**config.mk**
```make
export PLATFORM = sky130hd
export DESIGN_NAME = fetch_queue
export DESIGN_NICKNAME = d
export VERILOG_FILES = /design/src/rtl/fetch_pkg.sv /design/src/rtl/fetch_queue_sync_fifo.sv /design/src/rtl/fetch_queue.sv
export SDC_FILE = /design/constraint.sdc
export NUM_CORES = 1
export LEC_CHECK = 0
export CAP_MARGIN = 20
export CORE_UTILIZATION = 35
export CTS_CLUSTER_SIZE = 8
export DETAILED_ROUTE_END_ITERATION = 12
export GPL_ROUTABILITY_DRIVEN = 1
export GPL_TIMING_DRIVEN = 0
export SLEW_MARGIN = 20
export SYNTH_ARGS = -nofsm -noshare
export SYNTH_HDL_FRONTEND = slang
export SYNTH_SLANG_ARGS = --single-unit
export TNS_END_PERCENT = 1
```
**constraint.sdc**
```tcl
create_clock -name clock_i -period 9.1 [get_ports clock_i]
set_clock_uncertainty 0.2 [all_clocks]
set_input_delay 1.82 -clock clock_i [delete_from_list [all_inputs] [get_ports clock_i]]
set_output_delay 1.82 -clock clock_i [all_outputs]
set_load 0.02 [all_outputs]
```
**src/rtl/fetch_pkg.sv**
```systemverilog
// ----------------------------------------------------------------------------
// fetch_pkg
// Shared definitions for the Fetch receive side: the fetched word layout,
// the branch opcode, the redirect FSM states and small field helpers.
// ----------------------------------------------------------------------------
package fetch_pkg;

   localparam int WORD_W  = 60;
   localparam int OPC_HI  = 59;
   localparam int OPC_LO  = 52;
   localparam int DIR_BIT = 16;
   localparam int OFF_HI  = 15;
   localparam int OFF_LO  = 0;

   localparam logic [7:0] OP_BR = 8'h10;

   typedef enum logic [1:0] {
      ST_RUN      = 2'd0,
      ST_STALL    = 2'd1,
      ST_REDIRECT = 2'd2
   } fq_state_e;

   // True when the word carries the branch opcode.
   function automatic logic is_branch(input logic [WORD_W-1:0] word);
      return (word[OPC_HI:OPC_LO] == OP_BR);
   endfunction

   // 16-bit increment that sticks at all-ones instead of wrapping.
   function automatic logic [15:0] sat_inc16(input logic [15:0] val);
      return (val == 16'hFFFF) ? 16'hFFFF : (val + 16'd1);
   endfunction

endpackage

```
**src/rtl/fetch_queue_sync_fifo.sv**
```systemverilog
// ----------------------------------------------------------------------------
// sync_fifo
// Single-clock FIFO with registered storage. The head entry is read straight
// out of the storage flops, so a word pushed on one edge is visible on rdata
// (with empty low) right after that edge.
// Ports:
//   clk, rst        : clock, synchronous active-high reset
//   push, wdata     : write request and data (accepted when not full, or
//                     when a pop happens in the same cycle)
//   pop             : remove head entry (ignored when empty)
//   rdata           : head entry
//   full, empty     : occupancy flags
//   count           : number of stored entries
// ----------------------------------------------------------------------------
module sync_fifo #(
   parameter int WIDTH = 60,
   parameter int DEPTH = 4,
   localparam int PTR_W = $clog2(DEPTH)
) (
   input  logic             clk,
   input  logic             rst,
   input  logic             push,
   input  logic             pop,
   input  logic [WIDTH-1:0] wdata,
   output logic [WIDTH-1:0] rdata,
   output logic             full,
   output logic             empty,
   output logic [PTR_W:0]   count
);

   localparam logic [PTR_W:0] DEPTH_C = (PTR_W+1)'(DEPTH);

   logic [WIDTH-1:0] mem_r [DEPTH];
   logic [PTR_W-1:0] wr_ptr_r;
   logic [PTR_W-1:0] rd_ptr_r;
   logic [PTR_W:0]   count_r;
   logic             do_pop_s;
   logic             do_push_s;

   assign full  = (count_r == DEPTH_C);
   assign empty = (count_r == '0);
   assign count = count_r;
   assign rdata = mem_r[rd_ptr_r];

   // A full FIFO still takes a push when the head leaves in the same cycle.
   assign do_pop_s  = pop & ~empty;
   assign do_push_s = push & (~full | do_pop_s);

   // Storage, pointers and occupancy.
   always_ff @(posedge clk) begin
      if (rst) begin
         for (int i = 0; i < DEPTH; i++) begin
            mem_r[i] <= '0;
         end
         wr_ptr_r <= '0;
         rd_ptr_r <= '0;
         count_r  <= '0;
      end else begin
         if (do_push_s) begin
            mem_r[wr_ptr_r] <= wdata;
            wr_ptr_r        <= wr_ptr_r + PTR_W'(1);
         end
         if (do_pop_s) begin
            rd_ptr_r <= rd_ptr_r + PTR_W'(1);
         end
         case ({do_push_s, do_pop_s})
            2'b10:   count_r <= count_r + (PTR_W+1)'(1);
            2'b01:   count_r <= count_r - (PTR_W+1)'(1);
            default: count_r <= count_r;
         endcase
      end
   end

endmodule

```
**src/rtl/fetch_queue.sv**
```systemverilog
// ----------------------------------------------------------------------------
// fetch_queue
// Receive side of the Fetch interface. Every word Fetch presents is taken;
// non-branch words go into a FIFO for Decode, branch words turn into a
// one-cycle redirect, and words that find the FIFO full are dropped and later
// replayed by a backward redirect covering every dropped word.
// Ports:
//   clock_i, reset_i   : clock, synchronous active-high reset
//   data_i, enable_i   : word and valid strobe from Fetch
//   shouldBranch_o     : redirect request to Fetch
//   branchOffset_o     : redirect distance
//   branchDirection_o  : 1 forward, 0 backward
//   flushBack_o        : kills Fetch's in-flight word, pulses with redirect
//   dec_data_o         : head word for Decode
//   dec_valid_o        : FIFO not empty
//   dec_ready_i        : Decode takes the head word
// ----------------------------------------------------------------------------
module fetch_queue
   import fetch_pkg::*;
#(
   parameter int DEPTH = 4
) (
   input  logic              clock_i,
   input  logic              reset_i,
   input  logic [WORD_W-1:0] data_i,
   input  logic              enable_i,
   output logic              shouldBranch_o,
   output logic [15:0]       branchOffset_o,
   output logic              branchDirection_o,
   output logic              flushBack_o,
   output logic [WORD_W-1:0] dec_data_o,
   output logic              dec_valid_o,
   input  logic              dec_ready_i
);

   localparam int CNT_W = $clog2(DEPTH) + 1;
   localparam logic [CNT_W-1:0] DEPTH_C = CNT_W'(DEPTH);

   fq_state_e         state_r;
   fq_state_e         state_s;
   logic [15:0]       off_r;
   logic [15:0]       off_s;
   logic              dir_r;
   logic              dir_s;
   logic [15:0]       drop_cnt_r;
   logic [15:0]       drop_cnt_s;
   logic              push_s;
   logic              pop_s;
   logic              fifo_full_s;
   logic              fifo_empty_s;
   logic [CNT_W-1:0]  fifo_count_s;
   logic              run_space_s;
   logic              stall_space_s;
   logic              sb_r;
   logic [15:0]       boff_r;
   logic              bdir_r;

   assign pop_s       = ~fifo_empty_s & dec_ready_i;
   // A pop in the same cycle frees a slot, in RUN and STALL alike.
   assign run_space_s   = ~fifo_full_s | pop_s;
   assign stall_space_s = (fifo_count_s < DEPTH_C) | pop_s;

   sync_fifo #(
      .WIDTH (WORD_W),
      .DEPTH (DEPTH)
   ) u_fifo (
      .clk   (clock_i),
      .rst   (reset_i),
      .push  (push_s),
      .pop   (pop_s),
      .wdata (data_i),
      .rdata (dec_data_o),
      .full  (fifo_full_s),
      .empty (fifo_empty_s),
      .count (fifo_count_s)
   );

   assign dec_valid_o = ~fifo_empty_s;

   // Next-state, push decision and redirect register updates.
   always_comb begin
      state_s    = state_r;
      off_s      = off_r;
      dir_s      = dir_r;
      drop_cnt_s = drop_cnt_r;
      push_s     = 1'b0;
      case (state_r)
         ST_RUN: begin
            drop_cnt_s = 16'd0;
            if (enable_i) begin
               if (is_branch(data_i)) begin
                  off_s   = data_i[OFF_HI:OFF_LO];
                  dir_s   = data_i[DIR_BIT];
                  state_s = ST_REDIRECT;
               end else if (run_space_s) begin
                  push_s = 1'b1;
               end else begin
                  // First lost word; the replay must step back over it.
                  drop_cnt_s = 16'd1;
                  state_s    = ST_STALL;
               end
            end else begin
               state_s = ST_RUN;
            end
         end
         ST_STALL: begin
            drop_cnt_s = sat_inc16(drop_cnt_r);
            if (stall_space_s) begin
               // The redirect cycle's shadow word is dropped too, hence +1.
               off_s   = sat_inc16(drop_cnt_s);
               dir_s   = 1'b0;
               state_s = ST_REDIRECT;
            end else begin
               state_s = ST_STALL;
            end
         end
         ST_REDIRECT: begin
            drop_cnt_s = 16'd0;
            state_s    = ST_RUN;
         end
         default: begin
            drop_cnt_s = 16'd0;
            state_s    = ST_RUN;
         end
      endcase
   end

   // FSM and redirect register state.
   always_ff @(posedge clock_i) begin
      if (reset_i) begin
         state_r    <= ST_RUN;
         off_r      <= 16'd0;
         dir_r      <= 1'b0;
         drop_cnt_r <= 16'd0;
      end else begin
         state_r    <= state_s;
         off_r      <= off_s;
         dir_r      <= dir_s;
         drop_cnt_r <= drop_cnt_s;
      end
   end

   // Redirect outputs, live only in the cycle the FSM sits in REDIRECT.
   always_ff @(posedge clock_i) begin
      if (reset_i) begin
         sb_r   <= 1'b0;
         boff_r <= 16'd0;
         bdir_r <= 1'b0;
      end else if (state_s == ST_REDIRECT) begin
         sb_r   <= 1'b1;
         boff_r <= off_s;
         bdir_r <= dir_s;
      end else begin
         sb_r   <= 1'b0;
         boff_r <= 16'd0;
         bdir_r <= 1'b0;
      end
   end

   assign shouldBranch_o    = sb_r;
   assign flushBack_o       = sb_r;
   assign branchOffset_o    = boff_r;
   assign branchDirection_o = bdir_r;

endmodule

```
==> reports/results.ini, run 1 <==
[run_status]
outcome = finished, final reports clean

[final_layout]
synthToLayoutAreaGrowth_pct = 27.3
diodes = 0
fin_cells = 1798
stdcell_area_sq_um = 17000
num-nets-final = 1319
final_layout_size_suffix_gt1_share_pct = 11.6
nFillCells = 3478
post-route-util_pct = 45.2

[floorplan]
rows = 71
io_pins = 144
initial_core_util_pct = 35.5
die-area_sq_um = 39000
chipHeight_um = 197
die_w_um = 197
core_sq_um = 37700

[yosys]
synth_top_family_by_area = simple AND/OR/NAND/NOR gates
synthSimpleGateAreaFrac_pct = 14.4
synth_nets = 1120
synth_top_area_share_pct = 53.9
yosysTopAreaCell = edfxtp_1
ys_top_cells_by_count = edfxtp_1 (240), nor2_1 (167), nand2_1 (82)
ys_types = 66
synth-compound-area-share_pct = 5.73
syn_inst = 1052
yosysSeqAreaShare_pct = 63.0
syn_area_per_cell_sq_um = 12.7
synth_area_sq_um = 13400
yosysMostFrequentCell = edfxtp_1
synth-seq-cells = 301
synth_xor_area_share_pct = 1.11
synth-async-reset-ratio_pct = 0
yosys_warnings = 0
synthAdderAreaFrac_pct = 0.430
synthMuxAreaShare_pct = 11.2
synth_area_leaders = edfxtp_1 (54%), mux4_2 (10%), dfxtp_1 (9.1%)
synth-edff-count = 240
synthFlopType = edfxtp_1

[timing]
max_freq_mhz = 191
setup_viol = 0
hold_viol_final = 0
grt_setup_unrepaired = false
tightest_slew_ns = 1.01
finalSetupTns_ns = 0
slew_headroom_pct = 31.8
whs_ns = 0.291
slew_viol_final = 0
period_share_pct = 57.4
period_minus_slack_ns = 5.23

[drt]
drt.antenna.violating_nets = 0
avgViaCountPerCell = 4.95
wirelength_um = 34100
drc_errors = 0
drt-pass1-iter-count = 9
vias = 8907
wl_per_cell_um = 18.9
drt-initial-drc-count = 577

[clock_tree]
cts_buffers = 44
clkTransAtPathRegs_ns = 0.05
cts_resized = 0
clkLatencyLatePin_ns = 0.55
cts_tree = built
holdBufCountCts = 0
cts_root_buf = clkbuf_16
cts_setup_buffers = 0
cts.sinks = 301
cts_max_level = 2
ctsLongestPathBuffers = 3

[placement]
dp.final_hpwl_um = 23100
post_dp_cell_area_sq_um = 15700
port_buffers = 142
dpl.cell_count = 1716
gp_congestion = 0.890

[setup_path]
cp_max_fo = 10
crit_required_ns = 7.08
worstSetupStartpointType = flip-flop
arrival_ns = 3.21
endpoint_kind = output pin
path_class = reg -> out

[worst_hold_path]
min_path_type = reg -> reg

[grt]
gr-usage-met3_pct = 3.47
grtUsageTotal_pct = 17.7
grt_pass1_vias = 9096
grt_use_met1_pct = 22.5
globalRoute.totalOverflow = 0
grt_pass1_wl_um = 52200
grt_use_met2_pct = 30.6
top_usage_layer = met2
antenna_found_initial = 2
grt_start_max_net_pins = 42

[flow_run]
max_cap_viol_count = 0

[power]
ir_drop_mv = 0.141
p_leak_nw = 6.23
power.density_nw_per_um2 = 243

==> metrics by stage <==
stage | power (mW) | setup slack, ns
6_report | 4.14 | 3.87
3_3_place_gp | 2.63 | -0.0402
4_1_cts | 4.20 | 3.78
2_1_floorplan | 2.24 | 3.12
5_1_grt | 4.31 | 3.62
3_5_place_dp | 2.66 | 3.84
==> state kept, by name, summed over array words and instances (netlist names), named ones only <==
name and cells:
branchOffset_o 16, drop_cnt_r 16, u_fifo.count 3, u_fifo.rd_ptr_r 2, branchDirection_o 1, state_r 2
u_fifo.mem_r 240, flushBack_o 1, off_r 16, u_fifo.wr_ptr_r 2
==> cell usage in the layout (no fill, tap or decap), types with 7 or more instances in the layout <==
cell and instances:
a21oi_1 26, a22oi_1 8, and2_1 66, buf_1 8, buf_16 7, clkbuf_1 81
clkbuf_16 45, clkdlybuf4s50_1 142, dfxtp_1 61, edfxtp_1 240, inv_1 75, mux2i_1 14
mux4_2 60, nand2_1 82, nand3_1 9, nand4_1 7, nor2_1 167, nor2b_1 8
nor3_1 17, nor4_1 7, o21ai_0 26, xnor2_1 7, xor2_1 10
==> worst max-delay path, cell delays in order (launching register included) <==
cell and delay, ns:
dfxtp_1 0.30, clkbuf_1 0.43, buf_1 0.74, mux4_2 0.62, clkdlybuf4s50_1 0.58
==> cell type report <==
type,instances,area (sq um),area share (%)
flip-flops and latches,301,8430,49.5
multi-input cells,611,4440,26.1
repair buffers,153,1660,9.77
clock buffers,79,1260,7.42
well taps,511,639,3.75
inverters,76,285,1.68
plain buffers,64,255,1.50
clock inverters,3,48.8,0.287
==> layer usage <==
metal  vias to the layer above  wire length, um
met5                         -               12
met2                       274            16800
met1                      4371            14400
li1                       4197                -
met4                         2              695
met3                        63             2110
==> path summary, 6_finish.rpt <==
| path | cells after the start | endpoint | slack, ns | start |
|---|---|---|---|---|
| max | 4 | dec_data_o[52] | 3.87 | flip-flop |
| min | 2 | off_r[5]$_SDFF_PP0_ | 0.29 | off_r[5]$_SDFF_PP0_ |
| max reg2reg | 14 | branchOffset_o[8]$_SDFF_PP0_ | 4.44 | drop_cnt_r[0]$_SDFF_PP0_ |
| min reg2reg | 2 | off_r[5]$_SDFF_PP0_ | 0.29 | off_r[5]$_SDFF_PP0_ |
==> power by group <==
part | internal [mW] | switching [mW]
Combinational | 0.447 | 0.508
Clock | 0.938 | 0.598
Sequential | 1.62 | 0.0344
Total | 3.00 | 1.14
==> cells by family after synthesis <==
family | after synthesis
AND/OR/NAND/NOR | 404
flip-flops | 301
buffers and inverters | 140
AO/OA/AOI/OAI | 111
multiplexers | 75
XOR/XNOR | 17
adder cells (fa/ha/maj) | 4
No activity file was read; power rests on OpenSTA's default activity.
==> run 2: changes to the inputs <==
==> constraint.sdc (replaced) <==
create_clock -name clock_i -period 5.3 [get_ports clock_i]
set_clock_uncertainty 0.2 [all_clocks]
set_input_delay 1.06 -clock clock_i [delete_from_list [all_inputs] [get_ports clock_i]]
set_output_delay 1.06 -clock clock_i [all_outputs]
set_load 0.02 [all_outputs]
==> results of run 2 <==
Same layout as run 1 (identical final DEF). Status: finished, final reports clean.
Main changes from that run: setup slack after placement 3.84 ns -> 0.687 ns; clock-pin slew on the worst setup and hold paths 0.05 ns -> 0.06 ns; setup slack after layout 3.87 ns -> 0.635 ns; end point of the critical path dec_data_o[52] -> branchOffset_o[8]$_SDFF_PP0_; register-to-register setup slack 4.44 ns -> 0.64 ns; total power 4.14 mW -> 7.11 mW; worst IR drop on VDD 0.141 mV -> 0.241 mV
